===== config.mk =====
export PLATFORM = sky130hd
export DESIGN_NAME = bitbang_host_if
export DESIGN_NICKNAME = d
export VERILOG_FILES = /design/src/rtl/bitbang_host_if.sv
export SDC_FILE = /design/constraint.sdc
export NUM_CORES = 2
export LEC_CHECK = 0
export ABC_AREA = 1
export BUFFER_PORTS_ARGS = -buffer_cell sky130_fd_sc_hd__buf_2
export CAP_MARGIN = 20
export CORE_ASPECT_RATIO = 1.5
export CORE_MARGIN = 2
export CORE_UTILIZATION = 38
export CTS_BUF_LIST = sky130_fd_sc_hd__clkbuf_2
export CTS_CLUSTER_DIAMETER = 60
export DETAILED_ROUTE_END_ITERATION = 10
export GPL_TIMING_DRIVEN = 0
export PLACE_DENSITY_LB_ADDON = 0.1
export SLEW_MARGIN = 10
export SYNTH_ARGS = -nofsm -noshare
export SYNTH_HDL_FRONTEND = slang
export SYNTH_SLANG_ARGS = --single-unit

===== constraint.sdc =====
create_clock -name clk -period 4 [get_ports clk]
set_input_delay 0 -clock clk [delete_from_list [all_inputs] [get_ports clk]]
set_output_delay 0 -clock clk [all_outputs]
set_load 0.01 [all_outputs]

===== src/rtl/bitbang_host_if.sv =====
// bitbang_host_if: bit-banged host port, deserialises 64 work bytes and serialises golden nonces
module bitbang_host_if #(
  parameter int SYNC_STAGES = 2
) (
  input  logic         clk,
  input  logic         rst_n,
  input  logic         rx_d,
  input  logic         rx_c,
  input  logic         rx_txr,
  input  logic         tx_c,
  output logic         tx_d,
  output logic [255:0] midstate,
  output logic [255:0] data,
  output logic         new_work,
  input  logic [31:0]  golden_nonce,
  input  logic         golden_nonce_valid,
  output logic         tx_busy,
  output logic         nonce_overflow,
  output logic         rx_frame_err
);
  localparam logic [1:0] IDLE = 2'd0, BITS = 2'd1, FLAG = 2'd2, DONE = 2'd3;
  logic [SYNC_STAGES-1:0] d_sync;
  logic [SYNC_STAGES:0]   c_sync, r_sync, t_sync;
  logic [7:0]   byte_sr, byte_nxt;
  logic [2:0]   bit_cnt, bit_idx;
  logic [6:0]   byte_cnt;
  logic [511:0] frame_sr;
  logic [1:0]   state, byte_idx;
  logic [31:0]  act, pend, a_n;
  logic         act_v, pend_v, a_v, p_v;
  logic         rx_txr_s, rx_rise, commit, tx_rise, good, retire, ld_a, ld_p, drop;
  assign rx_txr_s = r_sync[SYNC_STAGES-1];
  assign rx_rise  = c_sync[SYNC_STAGES-1] & ~c_sync[SYNC_STAGES];
  assign commit   = r_sync[SYNC_STAGES-1] & ~r_sync[SYNC_STAGES];
  assign tx_rise  = t_sync[SYNC_STAGES-1] & ~t_sync[SYNC_STAGES];
  assign byte_nxt = {d_sync[SYNC_STAGES-1], byte_sr[7:1]};
  assign good     = commit && byte_cnt == 7'd64 && bit_cnt == 3'd0;
  assign retire   = tx_rise && state == DONE;
  assign a_v      = retire ? pend_v : act_v;
  assign a_n      = retire ? pend : act;
  assign p_v      = retire ? 1'b0 : pend_v;
  assign ld_a     = golden_nonce_valid & ~a_v;
  assign ld_p     = golden_nonce_valid & a_v & ~p_v;
  assign drop     = golden_nonce_valid & a_v & p_v;
  assign tx_busy  = act_v | pend_v;
  always_ff @(posedge clk or negedge rst_n)
    if (!rst_n) begin
      d_sync <= '0;
      c_sync <= '0;
      r_sync <= '0;
      t_sync <= '0;
    end else begin
      d_sync <= {d_sync[SYNC_STAGES-2:0], rx_d};
      c_sync <= {c_sync[SYNC_STAGES-1:0], rx_c};
      r_sync <= {r_sync[SYNC_STAGES-1:0], rx_txr};
      t_sync <= {t_sync[SYNC_STAGES-1:0], tx_c};
    end
  always_ff @(posedge clk or negedge rst_n)
    if (!rst_n) begin
      byte_sr      <= '0;
      bit_cnt      <= '0;
      byte_cnt     <= '0;
      frame_sr     <= '0;
      midstate     <= '0;
      data         <= '0;
      new_work     <= 1'b0;
      rx_frame_err <= 1'b0;
    end else begin
      new_work <= good;
      if (rx_txr_s) begin
        bit_cnt  <= '0;
        byte_cnt <= '0;
        if (good) begin
          midstate <= frame_sr[511:256];
          data     <= frame_sr[255:0];
        end else if (commit && (byte_cnt != 7'd0 || bit_cnt != 3'd0))
          rx_frame_err <= 1'b1;
      end else if (rx_rise) begin
        byte_sr <= byte_nxt;
        bit_cnt <= bit_cnt + 3'd1;
        if (bit_cnt == 3'd7) begin
          if (byte_cnt == 7'd64)
            rx_frame_err <= 1'b1;
          else begin
            frame_sr <= {frame_sr[503:0], byte_nxt};
            byte_cnt <= byte_cnt + 7'd1;
          end
        end
      end
    end
  always_ff @(posedge clk or negedge rst_n)
    if (!rst_n) begin
      act            <= '0;
      pend           <= '0;
      act_v          <= 1'b0;
      pend_v         <= 1'b0;
      nonce_overflow <= 1'b0;
      state          <= IDLE;
      byte_idx       <= '0;
      bit_idx        <= '0;
      tx_d           <= 1'b0;
    end else begin
      act            <= ld_a ? golden_nonce : a_n;
      act_v          <= a_v | ld_a;
      pend           <= ld_p ? golden_nonce : pend;
      pend_v         <= p_v | ld_p;
      nonce_overflow <= nonce_overflow | drop;
      if (tx_rise)
        case (state)
          IDLE: begin
            tx_d     <= act_v;
            byte_idx <= '0;
            bit_idx  <= '0;
            state    <= act_v ? BITS : IDLE;
          end
          BITS: begin
            tx_d    <= act[{~byte_idx, bit_idx}];
            bit_idx <= bit_idx + 3'd1;
            state   <= bit_idx != 3'd7 ? BITS : byte_idx == 2'd3 ? DONE : FLAG;
          end
          FLAG: begin
            tx_d     <= 1'b1;
            byte_idx <= byte_idx + 2'd1;
            state    <= BITS;
          end
          default: begin
            tx_d  <= 1'b0;
            state <= IDLE;
          end
        endcase
    end
endmodule


## Word level (Yosys, flattened, before mapping)

Cells that the tools add are included.

| storage, ports and cells | value |
|---|---|
| flip-flop bits (word level) | 1,130 |
| input port bits | 39 |
| logic and storage cells | 102 |

| operators by class | value |
|---|---|
| reductions and logical operators | 22 |
| bitwise operators | 19 |
| order comparisons | 1 |
| multiplexer cells | 25 |
| $add $sub $neg | 4 |
| equal/unequal tests | 10 |

Operator list:

| cell | count |
|---|---|
| $mux W32 | 2 |
| $mux W7 | 4 |
| $reduce_bool A2 Y1 | 6 |
| $mux W1 | 11 |
| $reduce_and A2 Y1 | 4 |
| $add A7 B1 Y7 const B | 1 |
| $and A1 B1 Y1 | 7 |
| $eq A7 B7 Y1 const B | 1 |
| $not A1 Y1 | 7 |
| $reduce_bool A7 Y1 | 1 |
| $add A3 B1 Y3 const B | 2 |
| $eq A2 B2 Y1 const B | 3 |
| $lt A5 B6 Y1 const B | 1 |
| $mux W3 | 2 |
| $pmux W2 S3 | 1 |
| $pmux W3 S2 | 1 |
| $bmux W1 S5 | 1 |
| $reduce_and A5 Y1 | 1 |
| $logic_and A1 B1 Y1 | 4 |
| $ne A2 B2 Y1 const B | 2 |
| $or A1 B1 Y1 | 4 |
| $pmux W2 S2 | 1 |
| $reduce_and A4 Y1 | 1 |
| $eq A3 B3 Y1 const B | 1 |
| other kinds (12) | 12 |

## Logic depth before layout (Yosys ltp)

| logic depth | value |
|---|---|
| word-level depth | 7 |
| depth in mapped cells | 13 |
| depth with buffers taken out | 11 |

## Worst setup path after synthesis

Ideal clock, no wire load.

| timing path | value |
|---|---|
| kind | register to register |
| start | register byte_cnt[0] |
| end | register frame_sr[466] |
| arrival | 1.592 ns |
| path slack | 2.278 ns |
| stages on the path, launching flop included | 11 |
| setup time | 0.130 ns |
| path buffers | 2 |
| required time | 3.870 ns |
| path through | dfrtp_1 -> inv_1 -> ha_1 -> nand3_1 -> nor2_1 -> nand2_2 -> nand4_4 -> nor2_4 -> buf_2 -> buf_2 -> o21ai_0 |

| on the way | value |
|---|---|
| longest elaborated chain between the ends | 3 |

Ends and longest elaborated chain:

| what | line | source |
|---|---|---|
| from (decl) | 26 | `logic [6:0] byte_cnt;` |
| from (signal assigned) | 86 | `byte_cnt <= byte_cnt + 7'd1;` |
| $eq A7 B7 Y1 | 82 | `if (byte_cnt == 7'd64)` |
| $not A1 Y1 (no source line) | -- |  |
| $reduce_and A4 Y1 (no source line) | -- |  |
| to (signal assigned) | 85 | `frame_sr <= {frame_sr[503:0], byte_nxt};` |
| to (decl) | 27 | `logic [511:0] frame_sr;` |

Every way passes these cells.
A chain may end at the register's enable or synchronous reset.

==> reports/results.md <==
| Quantity | This run | Unit |
|---|---|---|
| Outcome | finished clean | - |
| Max IR drop VDD | 0.221 | mV |
| Area growth from synthesis to layout | 20.1 | % |
| Cells traversed along the worst timing path | dlygate4sd3_1 -> dlygate4sd3_1 -> dlygate4sd3_1 -> buf_12 -> dlygate4sd3_1 -> buf_16 -> buf_16 -> buf_16 -> buf_16 | - |
| Inserted Clock Buffers | 297 | - |
| Via count of the first global-routing pass | 34,810 | - |
| Final RePlAce weighted congestion | 0.856 | - |
| Final ANT Viol Nets | 0 | - |
| Portion of the post-synthesis area used by sequential elements | 66.4 | % |
| # clock sinks | 1,129 | - |
| Register-to-Register Setup Slack | 1.32 | ns |
| Signal arrival time at the worst endpoint | 4.46 | ns |
| Maximum fanout along the worst path | 147 | - |
| Setup Skew | 0.126 | ns |
| Deepest clock path buffer count | 4 | - |
| Clock slew seen by the registers of the worst setup and hold paths | 0.10 | ns |
| Number of antenna violations at the first check in global routing | 2 | - |
| Time the final worst path needs with I/O delays and setup | 2.93 | ns |
| Post-DR vias/cell | 4.69 | - |
| Global-route wire length before repair | 200,000 | um |
| Die X-Extent | 277 | um |
| Critical path type | input pin to async pin | - |
| Vert. Die Dim | 414 | um |
| Root Driver | clkbuf_2 | - |
| Port bufs | 555 | - |
| Post-synth top area share | 66.4 | % |
| Total negative setup slack | 0 | ns |
| Top Ports | 556 | - |
| Worst slew margin | 31.2 | % |
| Starting utilization of the core area | 38.2 | % |
| Final-stage net count | 5,390 | - |
| Critical path launch point | rst_n | - |
| Detailed Place HPWL | 91,200 | um |
| Unique cell type count in the Yosys netlist | 33 | - |
| Number of storage elements in the synthesis netlist | 1,129 | - |
| Launch instance of the worst register-to-register path | t_sync[2] | - |
| Total of warnings raised by yosys | 0 | - |
| Final period util | 73.2 | % |
| Clock insertion delay at the later pin of the skew report | 1.58 | ns |
| Slew at the pin closest to its max-slew limit | 1.03 | ns |
| Sum of overflow across all layers after global routing | 0 | - |
| Worst-path cell with the longest stage delay | dlygate4sd3_1 | - |
| Synthesized instance count | 4,342 | - |
| Post-Syn Area per Cell | 9.80 | um^2 |
| Final number of hold-violating endpoints | 0 | - |
| Crit start category | input pin | - |
| Initial detailed-routing violation count | 2,046 | - |
| Path type of the worst min-delay path | input pin to flop | - |
| Largest stage delay on the critical path | 0.66 | ns |
| Total power consumption of the routed design | 19.7 | mW |
| FILL cells | 11,140 | - |
| Critical hold path startpoint | rx_c | - |
| Aggregate routed wire length | 129,000 | um |
| Synthesized netlist net count | 4,389 | - |
| Crit end category | async pin | - |
| Setup-violating endpoint count in the final report | 0 | - |
| Static leakage | 25.3 | nW |
| Level count of the clock H-tree | 5 | - |
| Row count | 150 | - |
| Pin count of the biggest net entering global routing | 150 | - |
| Fin Hold WS | 0.320 | ns |
| Share of cells above drive strength 1 | 22.3 | % |
| All-layer global routing usage | 22.6 | % |
| Via count of the routed design | 32,644 | - |
| Top cell type by total area after synthesis | dfrtp_1 | - |
| Core utilization of the finished layout | 45.9 | % |
| Area enclosed by the die boundary | 115,000 | um^2 |
| Detailed-route DRC error count | 0 | - |
| Achievable frequency | 0.342 | GHz |
| Number of max-cap violations | 0 | - |
| Most area-consuming cells after synthesis | dfrtp_1 66%, nand2_1 10%, o21ai_1 8.4% | - |
| Power density of the placed cells | 385 | nW/um^2 |
| Wire length per cell | 18.5 | um |
| # Post-CTS Setup Buffers | 0 | - |
| TritonCTS clock tree | yes | - |
| Setup repair after global routing missed its margin | no | - |
| Post-synthesis instance area | 42,600 | um^2 |
| Data required, critical path | 5.54 | ns |
| Number of pins exceeding their max-slew limit in the final report | 0 | - |
| CORE AREA | 111,000 | um^2 |
| Number of detailed-routing iterations run before antenna repair | 5 | - |
-- final timing paths --
kind | depth (start not counted) | to
max | 9 | frame_sr[474]
min | 4 | c_sync[0]
max reg2reg | 10 | act[11]
min reg2reg | 0 | d_sync[1]
max in group clk | 10 | act[11]
min in group asynchronous | 6 | frame_sr[192]
-- cells in the final DEF (no fill, tap or decap), drive strengths merged --
master,n
a21oi,1
and3,1
nor3b,2
nand3,103
nor3,2
dfrtp,1129
clkbuf,448
o22ai,3
o211ai,32
nor2,13
diode,5
o21bai,2
xnor2,1
clkinv,46
o21ai,1067
or2,3
dlygate4sd3,137
buf,782
xor2,2
nand2,1153
inv,567
bufinv,2
nand4,1
ha,8
-- metal layers --
| layer | routed length [um] | GRT usage (%) | up-vias |
|---|---|---|---|
| met5 | 0 | 0 | - |
| met4 | 3880 | 9.04 | 0 |
| met3 | 11100 | 9.06 | 217 |
| met2 | 63400 | 38.2 | 878 |
| met1 | 50200 | 25.6 | 15651 |
| li1 | - | - | 15898 |
-- sequential cells by signal, indices dropped and copies added (netlist names), 7 cells and up --
| name | flops |
|---|---|
| frame_sr | 512 |
| data | 256 |
| midstate | 256 |
| act | 32 |
| pend | 32 |
| byte_cnt | 7 |
| byte_sr | 7 |
-- cells by family after synthesis --
| logic type | synth area share, % |
|---|---|
| AND/OR/NAND/NOR | 11.8 |
| flip-flops | 66.4 |
| AO/OA/AOI/OAI | 13.3 |
| buffers and inverters | 8.26 |
| adder cells (fa/ha/maj) | 0.235 |
| XOR/XNOR | 0.0618 |
-- cell usage after synthesis --
cell type     n
nor3_1        2
ha_1          8
or2_1         1
clkinv_1      2
inv_2         6
nand4_4       1
nand2_1    1151
o21ai_0     339
a21oi_1       1
nor2_1       11
buf_8         1
nand3_2       1
nor3b_1       2
o21ai_1     717
inv_1       557
buf_12        1
buf_2       191
nand3_1     101
and3_1        1
clkbuf_1     37
or2_2         2
o211ai_1     32
o21ai_2      11
o22ai_1       3
xnor2_1       1
nand3_4       1
nor2_4        2
xor2_1        2
nand2_2       2
o21bai_1      2
buf_4         2
buf_6        22
dfrtp_1    1129
-- critical path: cells and delay by family --
| kind | cells | cell delay [ns] |
|---|---|---|
| buf+inv | 9 | 4.12 |
-- stage by stage --
step	worst slack [ns]	instance area, um^2	cells
floorplan	2.28	42600	4342
global placement	-22.63	47100	6341
detailed placement	1.32	47400	6350
CTS	1.26	51100	6949
global route	0.902	51100	6954
finish	1.07	51100	6954
-- where the power goes --
| part | switching (mW) | internal, mW | leakage [nW] |
|---|---|---|---|
| logic | 0.408 | 0.204 | 7.75 |
| registers | 0.0476 | 11.5 | 15.7 |
| clock network | 4.70 | 2.83 | 1.83 |
| total | 5.16 | 14.5 | 25.3 |
-- final cells by class --
cell class	count	area [um^2]	share of cell area [%]
plain buffers	254	1390	2.72
repair buffers	702	4440	8.69
diodes	5	12.5	0.0245
inverters	565	2120	4.15
flip-flops and latches	1129	28300	55.3
well taps	1444	1810	3.53
multi-input cells	2394	10800	21.1
clock inverters	50	243	0.475
clock buffers	411	2060	4.02
-- what timing repair did --
item                                   in CTS  in global routing
resized for setup                           0                  0
endpoints found under the hold margin    1200                  0
hold buffers                              138                  0
(Power assumes the default switching activity.)
